==> config.mk <==
export PLATFORM = sky130hd
export DESIGN_NAME = address_generator
export DESIGN_NICKNAME = d
export VERILOG_FILES = /design/src/rtl/address_generator.sv
export SDC_FILE = /design/constraint.sdc
export NUM_CORES = 1
export LEC_CHECK = 0
export ABC_AREA = 1
export BUFFER_PORTS_ARGS = -buffer_cell sky130_fd_sc_hd__buf_2
export CAP_MARGIN = 10
export CORE_ASPECT_RATIO = 1.4
export CORE_MARGIN = 2
export CORE_UTILIZATION = 40
export CTS_BUF_LIST = sky130_fd_sc_hd__clkbuf_16
export DETAILED_ROUTE_END_ITERATION = 10
export PLACE_DENSITY = 0.76
export SYNTH_ARGS = -nofsm -noshare
export SYNTH_HDL_FRONTEND = slang
export SYNTH_SLANG_ARGS = --single-unit
==> constraint.sdc <==
create_clock -name clk_i -period 3.8 [get_ports clk_i]
set_clock_uncertainty 0.05 [all_clocks]
set_input_delay 0.19 -clock clk_i [delete_from_list [all_inputs] [get_ports clk_i]]
set_output_delay 0.19 -clock clk_i [all_outputs]
set_load 0.1 [all_outputs]
==> src/rtl/address_generator.sv <==
// rtl/address_generator.sv - burst address generator producing paired source/destination address streams
module address_generator #(
    parameter int ADDR_WIDTH = 16,
    parameter int BURST_LEN  = 4,
    parameter int ADDR_STEP  = 1
) (
    input  logic                  clk_i,
    input  logic                  rst_i,
    input  logic                  start_i,
    input  logic [ADDR_WIDTH-1:0] src_address_in_i,
    input  logic [ADDR_WIDTH-1:0] dst_address_in_i,
    output logic [ADDR_WIDTH-1:0] src_address_out_o,
    output logic [ADDR_WIDTH-1:0] dst_address_out_o,
    output logic                  addr_valid_o,
    output logic                  busy_o,
    output logic                  done_o
);

    localparam int CNT_W = (BURST_LEN > 1) ? $clog2(BURST_LEN) : 1;

    localparam logic [1:0] S_IDLE = 2'd0;
    localparam logic [1:0] S_GEN  = 2'd1;
    localparam logic [1:0] S_DONE = 2'd2;

    localparam logic [CNT_W-1:0]      LAST_BEAT = CNT_W'(BURST_LEN - 1);
    localparam logic [ADDR_WIDTH-1:0] STEP      = ADDR_WIDTH'(ADDR_STEP);

    logic [1:0]            r_state;
    logic [CNT_W-1:0]      r_cnt;
    logic [ADDR_WIDTH-1:0] r_src;
    logic [ADDR_WIDTH-1:0] r_dst;
    logic                  r_valid;
    logic                  r_done;

    // Addresses are only loaded in IDLE and otherwise advance or hold, so they
    // keep the final beat value once the burst completes.
    always_ff @(posedge clk_i) begin
        if (rst_i) begin
            r_state <= S_IDLE;
            r_cnt   <= '0;
            r_src   <= '0;
            r_dst   <= '0;
            r_valid <= 1'b0;
            r_done  <= 1'b0;
        end else begin
            case (r_state)
                S_IDLE: begin
                    r_done <= 1'b0;
                    if (start_i) begin
                        r_state <= S_GEN;
                        r_src   <= src_address_in_i;
                        r_dst   <= dst_address_in_i;
                        r_valid <= 1'b1;
                        r_cnt   <= '0;
                    end
                end
                S_GEN: begin
                    if (r_cnt == LAST_BEAT) begin
                        r_state <= S_DONE;
                        r_valid <= 1'b0;
                        r_done  <= 1'b1;
                    end else begin
                        r_src <= r_src + STEP;
                        r_dst <= r_dst + STEP;
                        r_cnt <= r_cnt + CNT_W'(1);
                    end
                end
                S_DONE: begin
                    r_state <= S_IDLE;
                    r_done  <= 1'b0;
                end
                default: begin
                    r_state <= S_IDLE;
                    r_valid <= 1'b0;
                    r_done  <= 1'b0;
                end
            endcase
        end
    end

    assign src_address_out_o = r_src;
    assign dst_address_out_o = r_dst;
    assign addr_valid_o      = r_valid;
    assign done_o            = r_done;
    assign busy_o            = (r_state != S_IDLE);

endmodule

; ---- Word-level counts from Yosys, hierarchy flattened
; Index checks and enable logic that the tools add are counted.
; W data, S select, Z words.
[op_classes]
addsub = 3
eq_ne = 6
muxes = 15
n_bitwise = 2
reduce_logical = 7
[op_table]
columns = op, n
row1 = $mux W16, 4
row2 = $pmux W16 S2, 2
row3 = $add A16 B1 Y16 const B, 2
row4 = $mux W2, 4
row5 = $pmux W2 S2, 2
row6 = $ne A2 B2 Y1 const B, 3
row7 = $reduce_and A3 Y1, 2
row8 = $eq A2 B2 Y1 const B, 2
row9 = $reduce_bool A2 Y1, 2
row10 = $pmux W1 S3, 1
row11 = $add A2 B1 Y2 const B, 1
row12 = $eq A2 B1 Y1 const B, 1
row13 = $logic_not A2 Y1, 1
row14 = $mux W1, 2
row15 = $not A1 Y1, 2
row16 = $reduce_and A2 Y1, 1
row17 = $reduce_or A2 Y1, 1
[totals]
regBits = 38
input_bits = 35
out_inout_bits = 35
elab_cells = 39

; ---- Logic depth before layout (Yosys ltp)
[logic_depth]
word_depth = 3
depth_mapped = 9
mapped_depth_nobuf = 9

; ---- Least setup slack after synthesis
; No wires, ideal clock.
[synth_path]
kind = register to register
startpoint = reg r_dst[1] (netlist: dst_address_out_o[1])
endpoint = reg r_dst[10] (netlist: dst_address_out_o[10])
setup_ns = 0.116
arrival_ns = 2.007
required_ns = 3.634
setup_slack_ns = 1.627
stages_incl_launch_ff = 9
n_path_buf = 0
synth_period_minus_slack_ns = 2.173
path_cell_list = dfxtp_1 -> ha_1 -> nand3_1 -> inv_1 -> nand2_1 -> o21ai_0 -> nand3_1 -> nand2_1 -> nand2_1
[synth_between]
elab_chain_cells = 3
[synth_lines]
columns = element, line
row1 = start: declaration, 31  ; logic [ADDR_WIDTH-1:0] r_dst;
row2 = start signal: assignment, 52  ; r_dst <= dst_address_in_i;
row3 = start signal: assignment, 64  ; r_dst <= r_dst + STEP;
row4 = $add A16 B1 Y16, 64
row5 = $mux W16, 58  ; if (r_cnt == LAST_BEAT) begin
row6 = $pmux W16 S2, 46  ; case (r_state)
; Every way passes these cells. The select of a mux whose other input is x is not followed.
; A chain may end at the register's enable or synchronous reset.

; ---- Final worst setup path
[layout_path]
startpoint = reg r_cnt[0]
endpoint = reg r_src[4] (netlist: src_address_out_o[4])
[layout_between]
elab_chain_cells = 3
[layout_lines]
columns = element, line
row1 = start: declaration, 29  ; logic [CNT_W-1:0] r_cnt;
row2 = start signal: assignment, 65  ; r_cnt <= r_cnt + CNT_W'(1);
row3 = $eq A2 B2 Y1, 58
row4 = $ne A2 B2 Y1 (no line), n/a
row5 = $reduce_and A3 Y1 (no line), n/a
row6 = end signal: assignment, 51  ; r_src <= src_address_in_i;
row7 = end signal: assignment, 63  ; r_src <= r_src + STEP;
row8 = end: declaration, 30  ; logic [ADDR_WIDTH-1:0] r_src;
; Every way passes these cells.

==> metrics <==
GRT Total Usage=0.200; Critical Path AT=roughly 2.1 ns; Power Dens Cells=approximately 480 mW/mm2; RD Place Congestion=0.798; final setup margin=1.83 ns; Power Total=approximately 1.4 mW; period utilization=0.517; Core Region=0.00578 mm2; final setup vio count=0; Num CTS Buffers=5; #FFs+latches synth=38; number of routed nets with antenna violations=0; CP endpoint=src_address_out_o[4]; max_cap viols=0; WP data required=3.96 ns; worst slack, placed=1.85 ns; Mapped Area=0.00235 mm2; CTS tree=yes; dpl cell area=between 0.002 and 0.003 mm2; Period minus WS final=1.97 ns; Leak=1.42 nW; Critical Path Fanout Max=15; slowest library cell on the worst path=nor2_2; crit start category=flip-flop; initial antenna violation count=0; CTS clk-pin slew, worst paths=0.06 ns; first-pass GRT wire length=10.0 mm; Sink Count=38; latest clock arrival within the worst-skew pair=0.28 ns; Syn. warnings=0; WL/cell=around 12 um; Slew @ Worst Pin=0.664 ns; # IOs=70; final non-filler cell area=0.00286 mm2; Pins Over Slew Limit=0; ANT cells=0; Mean Syn Cell Area=approximately 6.1 um2; final hold violations=0; Area growth syn-to-layout=21.7%; First-pass DRT Iterations=4; routed via count=2537; synth unique cells=26; largest net degree at the start of global routing=50; # Post-CTS Setup Buffers=0; Die W=68.8 um; R2R setup slack=1.83 ns; initial DRC count=168; Cell Chain, Critical Path=ha_1 > inv_1 > nand2_2 > o21ai_4 > nor2_2 > buf_4 > inv_2 > o21ai_0; HP Class=input pin to flip-flop; most common cell after layout, fill and taps aside=nand2_1; CP startpoint=r_cnt[0]; CP Class=flip-flop to flip-flop; worst reg2reg path depth=8; vias in the first global route=2354; GRT overflow=0; drt drc=0; Starting Density=0.406; routed wire length=6.04 mm; post-synthesis sequential area ratio=0.324; detailed placement HPWL=4.42 mm; RSZ-0062 raised after global routing=false; max frequency=509 MHz; Post-CTS Resized=0; most frequent cells in the layout=nand2_1, nor2_1, buf_2; Chip Height=94.7 um; port buffer count=69; CP max stage delay=0.52 ns; Fillers=611; status=completed; CTS root buffer=clkbuf_16; row cnt=33; vias per std cell=4.84; maximum VDD drop=175 uV; Reg2Reg Launch Point=r_cnt[0]; relative slew slack=0.557; crit path capture type=flip-flop; die area=0.00651 mm2; Synthesized Nets=425; r2r endpoint=src_address_out_o[4]; layout cell share with drive strength beyond 1=0.192; Bufs on Longest Clock Path=2; setup TNS=0 ns; H-Tree Depth=2; Synth Instances=387; # nets final=491; cts hold-fix bufs=0
## power breakdown
group	total (mW)	internal (mW)	switching [mW]
logic	0.472	0.0909	0.381
clock network	0.399	0.237	0.161
registers	0.490	0.437	0.0527
## how the worst min path moves through the flow
stage | startpoint | to | slack (ns) | cells past startpoint
after floorplan | rst_i | addr_valid_o | 0.32 | 3
after global placement | r_cnt[1] | r_cnt[1] | 0.38 | 2
after detailed placement | r_cnt[1] | r_cnt[1] | 0.40 | 2
after CTS | src_address_in_i[2] | src_address_out_o[2] | 0.16 | 3
after global routing | src_address_in_i[1] | src_address_out_o[1] | 0.17 | 3
final | src_address_in_i[2] | src_address_out_o[2] | 0.15 | 3
## kinds of logic after synthesis
family,synth area share
AOI/OAI and AO/OA,0.0751
xor gates and xnor gates,0.0522
adders and majority gates,0.0160
buffers and inverters,0.0911
DFF,0.324
muxes,0.0128
and+or+nand+nor,0.429
## cell usage after synthesis
cell	n	area, um2
nand2_1	123	462
nor2_1	83	312
dfxtp_1	38	761
inv_1	34	128
nand3_1	27	135
o21ai_0	24	120
xor2_1	13	114
o21ai_1	7	35.0
nand4_1	6	37.5
buf_2	5	25.0
ha_1	3	37.5
inv_2	3	11.3
mux2i_1	3	30.0
nand2_2	3	18.8
buf_4	2	15.0
buf_6	2	22.5
nand3b_1	2	15.0
a21oi_1	1	5.00
buf_1	1	3.75
clkbuf_1	1	3.75
clkbuf_2	1	5.00
nand3_2	1	10.0
nor2_2	1	6.26
nor2_4	1	11.3
o21ai_4	1	16.3
xnor2_1	1	8.76
## metrics by stage
| step | hold slack, ns | util | cells |
|---|---|---|---|
| floorplan | 0.318 | - | 387 |
| global placement | 0.383 | 0.471 | 516 |
| detailed placement | 0.397 | 0.471 | 516 |
| CTS | 0.160 | 0.495 | 524 |
| global route | 0.167 | 0.495 | 524 |
| finish | 0.149 | 0.495 | 524 |
## layout make-up
type                    instances  area, um2  share of cell area
clock buffers                   5        125              0.0438
clock inverters                 3       12.5             0.00438
inverters                      37        139              0.0486
multi-input cells             300       1370               0.481
flip-flops and latches         38        761               0.266
well taps                      70       87.6              0.0306
repair buffers                 71        360               0.126
## layer usage
| layer | vias to the layer above | share of wire | GRT usage |
|---|---|---|---|
| met1 | 1128 | 0.43 | 0.229 |
| li1 | 1338 | - | - |
| met3 | 7 | 0.048 | 0.0381 |
| met5 | - | 0 | 0 |
| met2 | 64 | 0.51 | 0.357 |
| met4 | 0 | 0.016 | 0.0735 |
## critical path, delay by kind of cell (launching register included)
kind            cells  cell delay [ns]
buf+inv             3             0.48
simple gates        2             0.61
fa+ha+maj           1             0.18
flops               1             0.35
compound gates      2             0.22
## registers in the layout, indices dropped and copies added (netlist names)
register,cells
dst_address_out_o,16
src_address_out_o,16
r_cnt,2
r_state,2
addr_valid_o,1
done_o,1
Note: power is estimated with default switching activity, not from simulation.
